<file path="config.mk">
export PLATFORM = sky130hd
export DESIGN_NAME = ex_stage_pipe
export DESIGN_NICKNAME = d
export VERILOG_FILES = /design/src/rtl/ex_stage_pipe.sv
export SDC_FILE = /design/constraint.sdc
export NUM_CORES = 2
export LEC_CHECK = 0
export CAP_MARGIN = 10
export CORE_MARGIN = 1
export CORE_UTILIZATION = 55
export CTS_BUF_LIST = sky130_fd_sc_hd__clkbuf_4 sky130_fd_sc_hd__clkbuf_8 sky130_fd_sc_hd__clkbuf_16
export DETAILED_ROUTE_END_ITERATION = 7
export GPL_TIMING_DRIVEN = 0
export PLACE_DENSITY = 0.72
export SYNTH_ARGS = -nofsm -noshare
export SYNTH_HDL_FRONTEND = slang
export SYNTH_SLANG_ARGS = --single-unit
</file>
<file path="constraint.sdc">
create_clock -name clk -period 6.55 [get_ports clk]
set_input_delay 0.655 -clock clk [delete_from_list [all_inputs] [get_ports clk]]
set_output_delay 0.655 -clock clk [all_outputs]
set_load 0.005 [all_outputs]
</file>
<file path="src/rtl/ex_stage_pipe.sv">
// ex_stage_pipe: execute stage owning the register file and the PC.
// One instruction per cycle over valid/ready in, registered result over
// valid/ready out. Executes NOP, ADD, ADDI and JUMP.
// Optional macro EX_STAGE_EXT_ALU_EN additionally enables SUB, AND, OR, XOR, SLT;
// without it those opcodes take the illegal path.
module ex_stage_pipe #(
  parameter int          XLEN     = 32,
  parameter int          NUM_REGS = 32,
  parameter int          IMM_W    = 16,
  parameter logic [XLEN-1:0] RESET_PC = '0,
  localparam int         AW       = $clog2(NUM_REGS)
) (
  input  logic             clk,
  input  logic             rst_n,
  input  logic             in_valid,
  output logic             in_ready,
  input  logic [3:0]       alu_control,
  input  logic [AW-1:0]    rs1_idx,
  input  logic [AW-1:0]    rs2_idx,
  input  logic [AW-1:0]    rd_idx,
  input  logic             reg_write,
  input  logic [IMM_W-1:0] immediate_value,
  output logic             out_valid,
  input  logic             out_ready,
  output logic [XLEN-1:0]  result,
  output logic [AW-1:0]    out_rd,
  output logic             out_illegal,
  output logic [XLEN-1:0]  pc
);

  localparam logic [3:0] OP_NOP  = 4'b0000;
  localparam logic [3:0] OP_ADD  = 4'b0001;
  localparam logic [3:0] OP_ADDI = 4'b0010;
  localparam logic [3:0] OP_JUMP = 4'b0011;
`ifdef EX_STAGE_EXT_ALU_EN
  localparam logic [3:0] OP_SUB  = 4'b0100;
  localparam logic [3:0] OP_AND  = 4'b0101;
  localparam logic [3:0] OP_OR   = 4'b0110;
  localparam logic [3:0] OP_XOR  = 4'b0111;
  localparam logic [3:0] OP_SLT  = 4'b1000;
`endif

  logic [XLEN-1:0] regs [NUM_REGS];

  logic            accept;
  logic [XLEN-1:0] rs1_val;
  logic [XLEN-1:0] rs2_val;
  logic [XLEN-1:0] imm_sext;
  logic [XLEN-1:0] pc_plus4;
  logic [XLEN-1:0] jump_target;
  logic [XLEN-1:0] exec_result;
  logic [XLEN-1:0] pc_next;
  logic            exec_illegal;
  logic            exec_writes;
  logic            rf_we;

  // Downstream handshake: a free or draining result slot lets a new op in
  assign in_ready = !out_valid || out_ready;
  assign accept   = in_valid && in_ready;

  // Register 0 always reads as zero regardless of array contents
  assign rs1_val = (rs1_idx == '0) ? '0 : regs[rs1_idx];
  assign rs2_val = (rs2_idx == '0) ? '0 : regs[rs2_idx];

  assign imm_sext = {{(XLEN-IMM_W){immediate_value[IMM_W-1]}}, immediate_value};
  assign pc_plus4 = pc + XLEN'(4);

  // Jump keeps the PC bits above the immediate field (none when widths match)
  generate
    if (XLEN > IMM_W + 2) begin : g_jump_hi
      assign jump_target = {pc[XLEN-1:IMM_W+2], immediate_value, 2'b00};
    end else begin : g_jump_flat
      assign jump_target = {immediate_value, 2'b00};
    end
  endgenerate

  // Opcode decode and ALU: result value, legality, write intent, next PC
  always_comb begin
    exec_result  = '0;
    exec_illegal = 1'b0;
    exec_writes  = 1'b0;
    pc_next      = pc_plus4;
    case (alu_control)
      OP_NOP: begin
        exec_result = '0;
      end
      OP_ADD: begin
        exec_result = rs1_val + rs2_val;
        exec_writes = 1'b1;
      end
      OP_ADDI: begin
        exec_result = rs1_val + imm_sext;
        exec_writes = 1'b1;
      end
      OP_JUMP: begin
        exec_result = pc_plus4;
        exec_writes = 1'b1;
        pc_next     = jump_target;
      end
`ifdef EX_STAGE_EXT_ALU_EN
      OP_SUB: begin
        exec_result = rs1_val - rs2_val;
        exec_writes = 1'b1;
      end
      OP_AND: begin
        exec_result = rs1_val & rs2_val;
        exec_writes = 1'b1;
      end
      OP_OR: begin
        exec_result = rs1_val | rs2_val;
        exec_writes = 1'b1;
      end
      OP_XOR: begin
        exec_result = rs1_val ^ rs2_val;
        exec_writes = 1'b1;
      end
      OP_SLT: begin
        exec_result = {{(XLEN-1){1'b0}}, ($signed(rs1_val) < $signed(rs2_val))};
        exec_writes = 1'b1;
      end
`endif
      default: begin
        exec_illegal = 1'b1;
        exec_result  = '0;
      end
    endcase
  end

  assign rf_we = accept && reg_write && exec_writes && (rd_idx != '0);

  // Register file: cleared on reset, written on the accept edge
  always_ff @(posedge clk or negedge rst_n) begin
    if (!rst_n) begin
      for (int i = 0; i < NUM_REGS; i++) begin
        regs[i] <= '0;
      end
    end else if (rf_we) begin
      regs[rd_idx] <= exec_result;
    end
  end

  // Result slot and PC: load on accept, drain on transfer, otherwise hold
  always_ff @(posedge clk or negedge rst_n) begin
    if (!rst_n) begin
      out_valid   <= 1'b0;
      result      <= '0;
      out_rd      <= '0;
      out_illegal <= 1'b0;
      pc          <= RESET_PC;
    end else if (accept) begin
      out_valid   <= 1'b1;
      result      <= exec_result;
      out_rd      <= rd_idx;
      out_illegal <= exec_illegal;
      pc          <= pc_next;
    end else if (out_ready) begin
      out_valid   <= 1'b0;
    end
  end

endmodule

</file>
==> reports/qor.yml <==
global_routing:
  antenna_found_initial: 14
  track_usage_pct: 45.5
  grt_pass1_vias: 49300
  grt_overflow: 0
  grt_max_degree: 176
  grt_pass1_wl_mm: 344
place:
  gp_congestion: 1.03
  dp_hpwl_mm: 191
  numPortBuffers: 103
  place_area_sq_um: 61300
  placed_cells: 7135
  place_ws_ns: -4.10
sta:
  fin_worst_skew_ns: 0.0661
  setup_ws_ns: -0.133
  tightestPinTransition_ns: 1.30
  hold_viol_final: 0
  max_freq_ghz: 0.150
  slew_violations: 0
  finalCriticalPeriod_ns: 6.68
  setup_violations: 50
  min_period_over_period_pct: 102
  relSlewSlack_pct: 13.5
critical_path:
  reg2reg_slack_ns: 1.25
  r2r_end: "regs[783]"
  crit_path_start_kind: "input port"
  critPathArrivalTime_ns: 7.23
  cp_data_required_time_ns: 7.10
  worst_setup_path_end_kind: "register"
  cp_max_fo: 10
  critical_path_class: "input port to register"
  rr_startpoint: "regs[961]"
  crit_start: "rs2_idx[2]"
  worstRegToRegCells: 19
  endpoint: "regs[378]"
detailed_routing:
  routed_wl_mm: 242
  drc: 0
  avgRoutedWirePerCell_microns: 32.7
  vias: 50300
  routed_via_density: 6.82
  ant_nets: 0
  first_pass_iters: 6
  first_iter_violations: 6841
floorplan:
  placementRows: 118
  die_area_sq_um: 107000
  fp.dieW_microns: 327
  ioPinCount: 112
  core-area_sq_um: 104000
  die_y_microns: 327
  initial_core_util_pct: 55.8
clocking:
  numCtsBuffers: 116
  cts_tree: "yes"
  cts_buffer_depth: 3
  clk_latency_ns: 0.75
  cts_max_level: 3
  cts-root-buf: "clkbuf_16"
  cts.clk_slew.worst_paths_ns: 0.06
  clkSinkCount: 1093
final_layout:
  nNetsFinal: 5964
  layout-drive-gt1-share_pct: 16.3
  finalNonFillerCells: 7378
  final_util_pct: 63.6
  stdcell_area_sq_um: 66300
  syn2layout_area_growth_pct: 13.9
synthesis:
  ys.flop_type: "dfrtp_1"
  ys_top_cells_by_area: "dfrtp_1 47%, mux4_2 17%, o21ai_0 7.8%"
  netlist.area_leader.share_pct: 47.0
  synth_largest_area_cell: "dfrtp_1"
  yosysMostFrequentCell: "dfrtp_1"
  yosys_warnings: 0
  syn-mean-instance-area_sq_um: 10.3
  synth-seq-area-share_pct: 47.0
  synth_edf_count: 0
  synth_area_sq_um: 58200
  ys_ff_latch: 1093
  synth_common_cells: "1,093 x dfrtp_1, 973 x nand2_1, 907 x o21ai_0"
  synthCells: 5634
  synthArstFlopShare_pct: 100
  synth.distinct_cells: 58
power:
  p_per_area_nw_per_um2: 243
  leakage_nw: 27.9
  power_mw: 16.1
  peakVddDrop_mv: 0.296
run:
  drv_cap: 0
status:
  violations: "negative setup slack"
  status: "finished with violations"
worst_hold_path:
  hp-class: "input port to register"
[layer usage]
| metal | vias up | global-route usage (%) | part of all wire (%) |
|---|---|---|---|
| met1 | 25400 | 58.6 | 37 |
| met4 | 10 | 26.2 | 6.6 |
| met2 | 3246 | 68.8 | 45 |
| met3 | 729 | 13.6 | 12 |
| li1 | 20900 | - | - |
| met5 | - | 0 | 0.092 |
[logic make-up after synthesis]
logic type               synth area share, %
AO/OA/AOI/OAI                           15.2
AND/OR/NAND/NOR                         10.3
flip-flops                              47.0
multiplexers                            21.9
buffers and inverters                   3.90
XOR/XNOR                               0.933
adder cells (fa/ha/maj)                0.722
other                                0.00644
[layout by cell type (no fill, tap or decap), drive strengths merged, types with 10 or more instances in the layout]
cell              n
nand3            28
bufinv           17
mux4            445
xor2             26
o21ai           911
nand4            10
and3             14
o221ai           61
nand2b           18
dfrtp          1093
a21o             12
inv              16
a31oi            76
o22ai            72
clkdlybuf4s50   101
ha               32
nor3             45
nor2            376
a21oi           451
xnor2            36
clkbuf          627
a22oi            21
nand2           973
mux2             73
clkinv           37
buf             117
mux2i           190
[metrics by stage]
| stage | setup TNS [ns] | hold slack [ns] |
|---|---|---|
| 2_1_floorplan | 0 | 0.359 |
| 3_3_place_gp | - | 0.443 |
| 3_5_place_dp | -2361.50 | 0.451 |
| 4_1_cts | 0 | 0.401 |
| 5_1_grt | -0.0831 | 0.467 |
| 6_report | -2.56 | 0.401 |
[sequential cells by signal (all words and copies together) (netlist names)]
| signal | flops |
|---|---|
| out_valid | 1 |
| regs | 1024 |
| pc | 30 |
| out_illegal | 1 |
| out_rd | 5 |
| result | 32 |
[worst min-delay path by stage]
stage,startpoint,to,depth (start not counted)
finish,rd_idx[1],out_rd[1],3
global route,rd_idx[1],out_rd[1],3
CTS,rd_idx[1],out_rd[1],3
detailed placement,regs[1023],regs[1023],1
global placement,regs[1023],regs[1023],1
floorplan,rst_n,out_illegal,0
[layout make-up]
cell class | count | area, sq um
fillers | 8636 | 37900
multi-input cells | 3961 | 28800
flip-flops and latches | 1093 | 27400
clock buffers | 152 | 3350
plain buffers | 565 | 2520
well taps | 1380 | 1730
repair buffers | 140 | 1600
clock inverters | 65 | 853
inverters | 14 | 52.6
diodes | 8 | 20.0
[report_power, final]
| group | total [mW] | switching (mW) | internal [mW] |
|---|---|---|---|
| Clock | 7.24 | 2.96 | 4.28 |
| Combinational | 1.76 | 1.15 | 0.603 |
| Sequential | 7.10 | 0.208 | 6.89 |
[timing repair]
action / CTS / global route
hold buffers: 1 / 0
setup endpoints to repair: 988 / 716
gates resized for setup: 175 / 112
buffers inserted: 12 / 5
endpoints found under the hold margin: 138 / 0
pin swaps: 7 / 4
[critical path, stage by stage]
cell and delay [ns]:
clkdlybuf4s50_1 0.57, nand2b_1 0.40, clkbuf_4 0.50, clkbuf_1 0.81
o221ai_1 0.31, a21oi_1 0.27, nor3_2 0.11, a21oi_1 0.16
o21ai_0 0.09, ha_1 0.36, nor2_1 0.31, a21oi_1 0.20
o41ai_2 0.47, nand2_1 0.20, o21ai_1 0.36, a31oi_1 0.22
or3_1 0.39, a31oi_4 0.35, buf_2 0.36, a21oi_1 0.11
Note: power is estimated with default switching activity, not from simulation.
